## src/rtl/bs_job_controller_if.sv

```systemverilog
// Engine-side handshake bundle for bs_job_controller: launch/cancel pulses,
// snapshotted constants out, done/error/result back from the pricing engine.
interface bs_job_controller_if #(
  parameter int DATA_W    = 32,
  parameter int NUM_CONST = 4
);
  logic                          eng_start;
  logic                          eng_abort;
  logic [NUM_CONST*DATA_W-1:0]   eng_const;
  logic                          eng_done;
  logic                          eng_error;
  logic [DATA_W-1:0]             eng_result;

  modport master (
    output eng_start, eng_abort, eng_const,
    input  eng_done, eng_error, eng_result
  );

  modport slave (
    input  eng_start, eng_abort, eng_const,
    output eng_done, eng_error, eng_result
  );
endinterface

```

## src/rtl/bs_job_controller.sv

```systemverilog
// Host command/status controller that launches the Black-Scholes pricing engine,
// supervises it (done, error, abort, timeout) and holds the job report until ACK.
module bs_job_controller #(
  parameter int DATA_W    = 32,
  parameter int NUM_CONST = 4,
  parameter int TIMEOUT_W = 16
) (
  input  logic                        clk,
  input  logic                        reset,
  input  logic [3:0]                  cmd,
  input  logic [NUM_CONST*DATA_W-1:0] const_in,
  input  logic [TIMEOUT_W-1:0]        timeout_limit,
  bs_job_controller_if.master         eng,
  output logic [3:0]                  status,
  output logic [1:0]                  err_code,
  output logic [DATA_W-1:0]           dout,
  output logic [TIMEOUT_W-1:0]        cycles
);

  typedef enum logic [1:0] {
    S_IDLE     = 2'd0,
    S_RUNNING  = 2'd1,
    S_COMPLETE = 2'd2,
    S_ERROR    = 2'd3
  } state_t;

  localparam logic [3:0]           CMD_RUN   = 4'd1;
  localparam logic [3:0]           CMD_ACK   = 4'd2;
  localparam logic [3:0]           CMD_ABORT = 4'd3;
  localparam logic [TIMEOUT_W-1:0] CYC_ONE   = TIMEOUT_W'(1);

  state_t               state;
  logic [TIMEOUT_W-1:0] cycles_inc;
  logic                 timeout_hit;

  assign cycles_inc  = (&cycles) ? cycles : cycles + CYC_ONE;
  assign timeout_hit = (timeout_limit != '0) && (cycles == timeout_limit - CYC_ONE);
  assign status      = {2'b00, state};

  // eng_start doubles as the "first RUNNING cycle" marker, during which engine
  // feedback is ignored. A timeout counts its final cycle so cycles reads back
  // as the limit itself; other terminations leave the counter untouched.
  always_ff @(posedge clk or posedge reset) begin
    if (reset) begin
      state         <= S_IDLE;
      eng.eng_start <= 1'b0;
      eng.eng_abort <= 1'b0;
      eng.eng_const <= '0;
      err_code      <= 2'd0;
      dout          <= '0;
      cycles        <= '0;
    end else begin
      eng.eng_start <= 1'b0;
      eng.eng_abort <= 1'b0;
      case (state)
        S_IDLE: begin
          eng.eng_const <= const_in;
          if (cmd == CMD_RUN) begin
            state         <= S_RUNNING;
            dout          <= '0;
            cycles        <= '0;
            err_code      <= 2'd0;
            eng.eng_start <= 1'b1;
          end
        end
        S_RUNNING: begin
          if (eng.eng_start) begin
            cycles <= cycles_inc;
          end else if (eng.eng_error) begin
            state    <= S_ERROR;
            err_code <= 2'd1;
          end else if (eng.eng_done) begin
            state <= S_COMPLETE;
            dout  <= eng.eng_result;
          end else if (cmd == CMD_ABORT) begin
            state         <= S_IDLE;
            eng.eng_abort <= 1'b1;
          end else if (timeout_hit) begin
            state         <= S_ERROR;
            err_code      <= 2'd2;
            eng.eng_abort <= 1'b1;
            cycles        <= cycles_inc;
          end else begin
            cycles <= cycles_inc;
          end
        end
        S_COMPLETE, S_ERROR: begin
          if (cmd == CMD_ACK) begin
            state <= S_IDLE;
          end
        end
        default: state <= S_IDLE;
      endcase
    end
  end

endmodule

```

## src/flat_wrapper.sv

```systemverilog
// flat-port wrapper written by rule: the top's interface ports become plain ports
module bs_job_controller_flat 
#(
  parameter int DATA_W    = 32,
  parameter int NUM_CONST = 4,
  parameter int TIMEOUT_W = 16
)
  (clk, reset, cmd, const_in, timeout_limit, status, err_code, dout, cycles, eng_eng_start, eng_eng_abort, eng_eng_const, eng_eng_done, eng_eng_error, eng_eng_result);
  bs_job_controller_if #(.DATA_W(DATA_W), .NUM_CONST(NUM_CONST)) eng_i ();
  input  logic clk;
  input  logic reset;
  input  logic [3:0] cmd;
  input  logic [NUM_CONST*DATA_W-1:0] const_in;
  input  logic [TIMEOUT_W-1:0] timeout_limit;
  output logic [3:0] status;
  output logic [1:0] err_code;
  output logic [DATA_W-1:0] dout;
  output logic [TIMEOUT_W-1:0] cycles;
  output wire logic [$bits(eng_i.eng_start)-1:0] eng_eng_start;
  output wire logic [$bits(eng_i.eng_abort)-1:0] eng_eng_abort;
  output wire logic [$bits(eng_i.eng_const)-1:0] eng_eng_const;
  input wire logic [$bits(eng_i.eng_done)-1:0] eng_eng_done;
  input wire logic [$bits(eng_i.eng_error)-1:0] eng_eng_error;
  input wire logic [$bits(eng_i.eng_result)-1:0] eng_eng_result;
  assign eng_eng_start = eng_i.eng_start;
  assign eng_eng_abort = eng_i.eng_abort;
  assign eng_eng_const = eng_i.eng_const;
  assign eng_i.eng_done = eng_eng_done;
  assign eng_i.eng_error = eng_eng_error;
  assign eng_i.eng_result = eng_eng_result;
  bs_job_controller #(.DATA_W(DATA_W), .NUM_CONST(NUM_CONST), .TIMEOUT_W(TIMEOUT_W)) u_core (.clk(clk), .reset(reset), .cmd(cmd), .const_in(const_in), .timeout_limit(timeout_limit), .eng(eng_i), .status(status), .err_code(err_code), .dout(dout), .cycles(cycles));
endmodule
```

## config.mk

```make
export PLATFORM = sky130hd
export DESIGN_NAME = bs_job_controller_flat
export DESIGN_NICKNAME = d
export VERILOG_FILES = /design/src/rtl/bs_job_controller_if.sv /design/src/rtl/bs_job_controller.sv /design/src/flat_wrapper.sv
export SDC_FILE = /design/constraint.sdc
export NUM_CORES = 1
export LEC_CHECK = 0
export BUFFER_PORTS_ARGS = -buffer_cell sky130_fd_sc_hd__buf_2
export CAP_MARGIN = 15
export CORE_AREA = 2 2 142 144
export CTS_BUF_LIST = sky130_fd_sc_hd__clkbuf_4 sky130_fd_sc_hd__clkbuf_8
export DETAILED_ROUTE_END_ITERATION = 12
export DIE_AREA = 0 0 144 146
export HOLD_SLACK_MARGIN = 0.12
export PLACE_DENSITY = 0.7
export SLEW_MARGIN = 25
export SYNTH_ARGS = -nofsm -noshare
export SYNTH_HDL_FRONTEND = slang
export SYNTH_SLANG_ARGS = --single-unit
```

## constraint.sdc

```tcl
create_clock -name clk -period 7 [get_ports clk]
set_clock_uncertainty 0.1 [all_clocks]
set_input_delay 1.4 -clock clk [delete_from_list [all_inputs] [get_ports clk]]
set_output_delay 1.4 -clock clk [all_outputs]
set_load 0.005 [all_outputs]
```

; Yosys cells after proc, flatten, opt, wreduce, memory -nomap -nowiden
; Index checks and enable logic that the tools add are counted.
; Widths: inputs -> output; s select.
[totals]
reg_bits = 182
output_inout_bits = 184
elab_cells = 73
[op_classes]
n_addsub = 2
n_eq_ne = 19
mux = 35
n_reduce_logical = 10
[ops]
columns = operator, count
row1 = $mux 32, 4
row2 = $mux 16, 6
row3 = $pmux 32 s2, 1
row4 = $pmux 16 s2, 1
row5 = $mux 2, 13
row6 = $add 16x1->16 const B, 1
row7 = $eq 16x16->1, 1
row8 = $reduce_and 16->1, 1
row9 = $reduce_bool 16->1, 1
row10 = $sub 16x1->16 const B, 1
row11 = $ne 3x2->1 const B, 4
row12 = $reduce_and 5->1, 2
row13 = $eq 4x2->1 const B, 2
row14 = $mux 1, 8
row15 = $ne 2x2->1 const B, 3
row16 = $ne 3x3->1 const B, 2
row17 = $pmux 2 s3, 1
row18 = $reduce_and 6->1, 1
row19 = $ne 5x3->1 const B, 1
row20 = $eq 2x2->1 const B, 2
row21 = $eq 4x1->1 const B, 1
row22 = $ne 2x1->1 const B, 2
row23 = $pmux 2 s2, 1
row24 = $reduce_and 4->1, 1
row25 = 5 further kinds, 5

; Longest topological paths before layout
; Gate-level depths: netlist of run 1.
[logic_depth]
depth_word = 9
ltp_mapped = 9
ltp_nobuf = 9

; Worst setup path after synthesis of run 1
; No wires, ideal clock.
[synth_timing]
kind = input to register
start = in timeout_limit[0]
end = reg u_core.state[0]
setup_ns = 0.120
t_arrival_ns = 3.454
setup_slack_ns = 3.326
path_stages = 8
n_path_buf = 0
path_cell_list = inv_1 -> ha_1 -> nand2b_1 -> or4b_1 -> a2111o_1 -> a2111o_1 -> or2_1 -> a31o_1
[synth_via]
elab_chain_cells = 5
word_cells_on_any_way = 6
cone_classes = add/sub: 1 / eq/ne: 2 / reduce/logical: 3
[synth_lines]
columns = element, line
row1 = start: declaration, flat_wrapper.sv:14  ; input logic [TIMEOUT_W-1:0] timeout_limit;
row2 = $sub 16x1->16, bs_job_controller.sv:37  ; assign timeout_hit = (timeout_limit != '0) && (cycles == timeout_limit - CYC_ONE);
row3 = $eq 16x16->1, bs_job_controller.sv:37
row4 = $logic_and 1x1->1 *, bs_job_controller.sv:37
row5 = $ne 5x3->1 (no source line) *, n/a
row6 = $reduce_and 4->1 (no source line) *, n/a
row7 = end signal: assignment, bs_job_controller.sv:45  ; state <= S_IDLE;
row8 = end signal: assignment, bs_job_controller.sv:59  ; state <= S_RUNNING;
row9 = end signal: assignment, bs_job_controller.sv:70  ; state <= S_ERROR;
row10 = end: declaration, bs_job_controller.sv:32  ; state_t state;
; Mark *: on every way between the ends. The rest lies on a longest branch, timed or not.
; A chain may end at the register's enable or synchronous reset.

; Worst setup path after layout of run 1
; Same ends and word-level chain as after synthesis.

==> results_dict.tcl, run 1 <==
set metrics [dict create \
    synthArstFlopShare_pct 100 \
    timing_hold_violations_final 0 \
    postCtsSetupRepairBufs 0 \
    maxSlewViolCount 0 \
    crit_cells 9 \
    tightest_slew_ns 0.860 \
    dr.pass1.iters 4 \
    cts.sinks 182 \
    synth_mux_area_share_pct 18.9 \
    synth_area_leaders "dfrtp_1 (59%), mux2_2 (19%), nand2_1 (4.1%)" \
    post-route-util_pct 52.7 \
    cts_hold_buf 0 \
    cts-buffers-inserted 17 \
    antenna_found_initial 1 \
    holdCritPathClass "register to register" \
    path_delay_family "compound AO/OA/AOI/OAI gates" \
    synth-seq-cells 182 \
    path_cells "buf_2, inv_1, ha_1, nand2b_1, or4b_1, a2111o_1, a2111o_1, or2_1, a31o_1" \
    worstHoldStart "u_core.dout[22]" \
    reg2regPathDepth 7 \
    p_leak_uw 0.00490 \
    synth_top_area_share_pct 59.1 \
    drc 0 \
    synthAdderAreaFrac_pct 0.324 \
    drive_above_1_share_pct 54.2 \
    via_per_inst 4.87 \
    area_growth_pct 32.2 \
    critPathSlowestCell "or4b_1" \
    totalWireLength_mm 20.7 \
    grt_pass1_wl_mm 32.2 \
    final_cell_mix "buf_2 (365), dfrtp_1 (182), mux2_2 (128)" \
    period_needed_ns 3.53 \
    yosysSeqAreaShare_pct 59.1 \
    first_iter_violations 242 \
    r2r_end "u_core.dout[12]" \
    multi_input_area_um2 3020 \
    synth_edf_count 0 \
    h-tree-depth 4 \
    grt_max_degree 80 \
    relSlewSlack_pct 42.7 \
    grt_pass1_vias 6175 \
    cts_root_buffer "clkbuf_8" \
    dieArea_um2 21000 \
    synth-xor-area-share_pct 3.52 \
    holdPathEnd "u_core.dout[22]" \
    start_util_pct 39.9 \
    cts_resized 0 \
    clk_pin_slew_ns 0.09 \
    synth_area_per_cell_um2 12.4 \
    nets 1168 \
    hold_depth 2 \
    cp.required_ns 7.24 \
    finalSetupTns_ns 0 \
    end_kind "register" \
    yosys.area.top_type "dfrtp_1" \
    cp-start-kind "input port" \
    place_hpwl_mm 15.6 \
    synth-simple-area-share_pct 10.3 \
    track_usage_pct 19.7 \
    die_x_um 144 \
    yosysWarnings 0 \
    die_h_um 146 \
    r2r_slack_ns 4.07 \
    synth_top_family_by_area "multiplexers" \
    final_common_cell "buf_2" \
    worstSetupPathType "input port to register" \
    nFillCells 1787 \
    regArea_um2 4550 \
    dp.cells 1228 \
    dr_total_vias 6136 \
    ir_worst_vdd_v 0.000234 \
    cp_common_cell "a2111o_1" \
    cp.arrival_ns 3.78 \
    globalRouteOverflowTotal 0 \
    max_cap_viol_count 0 \
    cts_tree "done" \
    fmax_mhz 283 \
    fin_cells 1260 \
    core-area_um2 19300 \
    synth-compound-area-share_pct 5.66 \
    pin_count 368 \
    path_max_fanout 7 \
    synthesis.area_um2 7710 \
    max_stage_delay_ns 0.51 \
    place.gp.congestion 0.845 \
    status "finished, final reports clean" \
    synth_cell_types 53 \
    netlist_instances 624 \
    wl_per_cell_um 16.4 \
    path_buf_inv 2 \
    finalSetupViolCount 0 \
    fin_crit_sh_pct 50.4 \
    portBuffers 365 \
    synth_ff_type "dfrtp_1" \
    postRouteAntennaNets 0 \
    clock_path_buffers 2 \
    power.density_nw_per_um2 395 \
    rows 51 \
    r2r-start "u_core.state[0]" \
    rsz0062_at_grt "no" \
    clock_latency_ns 0.46 \
]
==> worst register-to-register path, cell delays in order, from the launching register on <==
cell	delay, ns
dfrtp_1	0.47
nor2_4	0.12
buf_4	0.60
nand4b_1	0.32
o21ai_0	0.36
nand2_4	0.51
nand2_1	0.20
o21ai_0	0.11
==> synth_stat cells, types with 2 or more instances <==
library cell / instances
a2111o_1: 2
a21oi_1: 5
a311oi_1: 2
a31oi_1: 3
buf_4: 2
clkbuf_1: 27
dfrtp_1: 182
ha_1: 2
inv_1: 7
mux2_2: 128
mux2i_1: 2
nand2_1: 84
nand2b_1: 2
nand3_1: 9
nand4_1: 3
nor2_1: 24
nor2b_1: 3
nor3_1: 12
nor3_2: 2
nor3b_1: 4
nor4_1: 8
nor4b_1: 3
o211ai_1: 3
o21a_1: 2
o21ai_0: 41
o311ai_0: 2
o31ai_1: 2
o41ai_1: 2
or3_1: 2
or4b_1: 2
xnor2_1: 21
xor2_1: 10
==> state kept, by name (all words and copies together), names as in the netlist <==
register and cells:
u_core.err_code 2, u_core.eng.eng_const 128, u_core.eng.eng_start 1, u_core.cycles 16, u_core.state 2, u_core.dout 32, u_core.eng.eng_abort 1
==> logic make-up after synthesis <==
| group | count (synthesis) |
|---|---|
| AND/OR/NAND/NOR | 167 |
| flip-flops | 182 |
| adder cells (fa/ha/maj) | 2 |
| multiplexers | 130 |
| other | 1 |
| XOR/XNOR | 31 |
| buffers and inverters | 40 |
| AO/OA/AOI/OAI | 71 |
==> power breakdown <==
group	leakage (uW)	internal, uW	total [uW]	switching (uW)
clock network	0.000193	273	693	420
registers	0.00223	1530	1760	239
logic	0.00248	855	1570	712
total	0.00490	2650	4020	1370
==> how the worst max path moves through the flow <==
stage	startpoint	to
5_1_grt	timeout_limit[0]	u_core.state[0]
3_3_place_gp	timeout_limit[0]	u_core.state[0]
4_1_cts	timeout_limit[0]	u_core.state[0]
6_report	timeout_limit[0]	u_core.state[0]
3_5_place_dp	timeout_limit[0]	u_core.state[0]
2_1_floorplan	reset	u_core.cycles[0]
==> through the flow <==
step	total power, uW	hold slack (ns)	setup slack, ns	area [um^2]
floorplan	2630	0.373	0.556	7720
global placement	3330	0.359	3.06	9790
detailed placement	3380	0.365	3.01	9790
CTS	4090	0.387	3.51	10200
global route	4310	0.413	3.39	10200
finish	4020	0.378	3.47	10200
==> area by class of cell <==
cell class              count  share of cell area, %
diodes                      1                 0.0246
clock buffers              18                   2.43
clock inverters            13                   1.30
inverters                   8                  0.344
multi-input cells         403                   29.6
flip-flops and latches    182                   44.7
well taps                 265                   3.25
repair buffers            370                   18.4
==> per-layer routing <==
| metal | track usage (%) | up-vias | wire [um] |
|---|---|---|---|
| met3 | 7.27 | 36 | 1860 |
| met1 | 22.4 | 2946 | 7810 |
| li1 | - | 2902 | - |
| met4 | 7.45 | 0 | 512 |
| met5 | 0 | - | 0 |
| met2 | 33.5 | 252 | 10500 |
No activity file was read; power rests on OpenSTA's default activity.
==> run 2: changes to the inputs <==
--- a/config.mk
+++ b/config.mk
@@ -7,12 +7,12 @@
 export LEC_CHECK = 0
 export BUFFER_PORTS_ARGS = -buffer_cell sky130_fd_sc_hd__buf_2
 export CAP_MARGIN = 15
-export CORE_AREA = 2 2 142 144
+export CORE_AREA = 2 2 141 143
 export CTS_BUF_LIST = sky130_fd_sc_hd__clkbuf_4 sky130_fd_sc_hd__clkbuf_8
 export DETAILED_ROUTE_END_ITERATION = 12
-export DIE_AREA = 0 0 144 146
+export DIE_AREA = 0 0 143 145
 export HOLD_SLACK_MARGIN = 0.12
-export PLACE_DENSITY = 0.7
+export PLACE_DENSITY = 0.74
 export SLEW_MARGIN = 25
 export SYNTH_ARGS = -nofsm -noshare
 export SYNTH_HDL_FRONTEND = slang
==> constraint.sdc (replaced) <==
create_clock -name clk -period 3.1 [get_ports clk]
set_clock_uncertainty 0.1 [all_clocks]
set_input_delay 0.62 -clock clk [delete_from_list [all_inputs] [get_ports clk]]
set_output_delay 0.62 -clock clk [all_outputs]
set_load 0.005 [all_outputs]
==> results_dict.tcl, run 2 (same netlist as run 1, synthesis figures left out) <==
set metrics [dict create \
    status "finished, final reports clean" \
    postCtsSetupRepairBufs 0 \
    maxSlewViolCount 0 \
    tightest_slew_ns 0.715 \
    start_util_pct 40.2 \
    relSlewSlack_pct 52.4 \
    place.gp.congestion 0.876 \
    die_x_um 143 \
    largest_reg_flops 128 \
    cts.sinks 182 \
    clock_latency_ns 0.45 \
    period_needed_ns 2.59 \
    p_int_uw 6020 \
    cp-startpoint "u_core.cycles[4]" \
    dr_total_vias 6161 \
    path_max_fanout 5 \
    reg.largest.list "u_core.eng.eng_const (128), u_core.dout (32), u_core.cycles (16)" \
    rows 51 \
    holdCritPathClass "input port to register" \
    wl_per_cell_um 16.2 \
    finalSetupViolCount 0 \
    path_cells "xnor2_1, or4b_1, a2111o_1, a2111o_1, or2_1, a31o_1" \
    end_kind "register" \
    cp.arrival_ns 2.83 \
    grt_pass1_wl_mm 32.4 \
    drive_above_1_share_pct 54.6 \
    combPwrFrac_pct 38.9 \
    place_ws_ns 0.0576 \
    dieArea_um2 20700 \
    place_hpwl_mm 15.6 \
    pin_count 368 \
    drc 0 \
    max_cap_viol_count 0 \
    rsz0062_at_grt "no" \
    die_h_um 145 \
    regMostFlops "u_core.eng.eng_const" \
    dp.cells 1238 \
    antenna_found_initial 1 \
    area_growth_pct 34.1 \
    seqPwrFrac_pct 43.6 \
    nets 1179 \
    ir_worst_vdd_v 0.000491 \
    totalWireLength_mm 20.6 \
    final_cell_mix "buf_2 (365), dfrtp_1 (182), mux2_2 (128)" \
    cts_tree "done" \
    timing_hold_violations_final 0 \
    fin_crit_sh_pct 83.5 \
    portBuffers 365 \
    fmax_mhz 386 \
    h-tree-depth 4 \
    worstSetupPathType "register to register" \
    max_stage_delay_ns 0.47 \
    cp_common_cell "a2111o_1" \
    p_leak_uw 0.00497 \
    globalRouteOverflowTotal 0 \
    grt_pass1_vias 6233 \
    dr.pass1.iters 4 \
    p_sw_uw 3150 \
    worstHoldStart "const_in[42]" \
    clk_pin_slew_ns 0.12 \
    fin_ws_ns 0.512 \
    critPathSlowestCell "or4b_1" \
    cp-start-kind "register" \
    postRouteAntennaNets 0 \
    cp.required_ns 3.34 \
    fin_cells 1272 \
    clock_path_buffers 2 \
    p_sw_share_pct 34.3 \
    power.density_nw_per_um2 887 \
    final_common_cell "buf_2" \
    first_iter_violations 238 \
    r2r-start "u_core.cycles[4]" \
    core-area_um2 19200 \
    clock_power_share_pct 17.5 \
    cts_root_buffer "clkbuf_8" \
    cts-buffers-inserted 17 \
    track_usage_pct 20.0 \
    via_per_inst 4.84 \
    finalSetupTns_ns 0 \
    grt_max_degree 129 \
]
-- run 2: cell count changes in the layout (fill, tap and decap cells not counted), sizes merged --
cell / change
buf: +10
clkinv: +5
inv: -4
dlygate4sd3: +1
-- run 2: final cells by class --
cell class | count | area [um^2]
Multi-Input combinational cell | 403 | 3010
Clock buffer | 18 | 241
Fill cell | 1672 | 8860
Inverter | 8 | 33.8
Antenna cell | 1 | 2.50
Timing Repair Buffer | 381 | 2000
Sequential cell | 182 | 4550
Tap cell | 265 | 332
Clock inverter | 14 | 166
-- run 2: power groups by stage --
stage	sequential (uW)	clock [uW]	combinational [uW]
3_3_place_gp	3980	0	3560
6_report	3990	1610	3570
2_1_floorplan	4110	0	1820
4_1_cts	4010	1650	3640
3_5_place_dp	4040	0	3640
5_1_grt	4150	1760	3910
-- run 2: path summary, 6_finish.rpt --
path / slack [ns] / cells past startpoint / endpoint
max: 0.51 / 6 / u_core.state[0]
min: 0.29 / 2 / u_core.eng.eng_const[42]
max reg2reg: 0.51 / 6 / u_core.state[0]
min reg2reg: 0.38 / 2 / u_core.dout[18]
max in group asynchronous: 1.45 / 4 / u_core.dout[17]
min in group asynchronous: 0.70 / 3 / u_core.eng.eng_const[10]
-- run 2: worst max-delay path: cells and delay by family, from the launching register on --
| family | cells | cell delay (ns) |
|---|---|---|
| DFF | 1 | 0.46 |
| and+or+nand+nor | 2 | 0.73 |
| xor gates and xnor gates | 1 | 0.17 |
| AOI/OAI and AO/OA | 3 | 1.03 |
-- run 2: timing repair --
action                                 in CTS  in global routing
gates resized for setup                     0                  0
endpoints found under the hold margin       5                  0
hold buffers                                1                  0
-- run 2: stage by stage --
stage / hold WS [ns] / area (um^2) / util, % / power [uW]
after detailed placement: 0.365 / 9920 / 51.7 / 7680
after CTS: 0.249 / 10300 / 53.8 / 9300
after global placement: 0.358 / 9920 / 51.7 / 7540
after global routing: 0.240 / 10300 / 53.8 / 9820
after floorplan: 0.373 / 7720 / - / 5930
final: 0.286 / 10300 / 53.8 / 9170
-- run 2: per-layer routing --
| metal | part of all wire (%) | up-vias | track usage (%) |
|---|---|---|---|
| met5 | 0 | - | 0 |
| met4 | 1.6 | 0 | 5.74 |
| met3 | 8.0 | 27 | 6.57 |
| met2 | 51 | 250 | 34.2 |
| met1 | 40 | 2957 | 23.9 |
| li1 | - | 2927 | - |
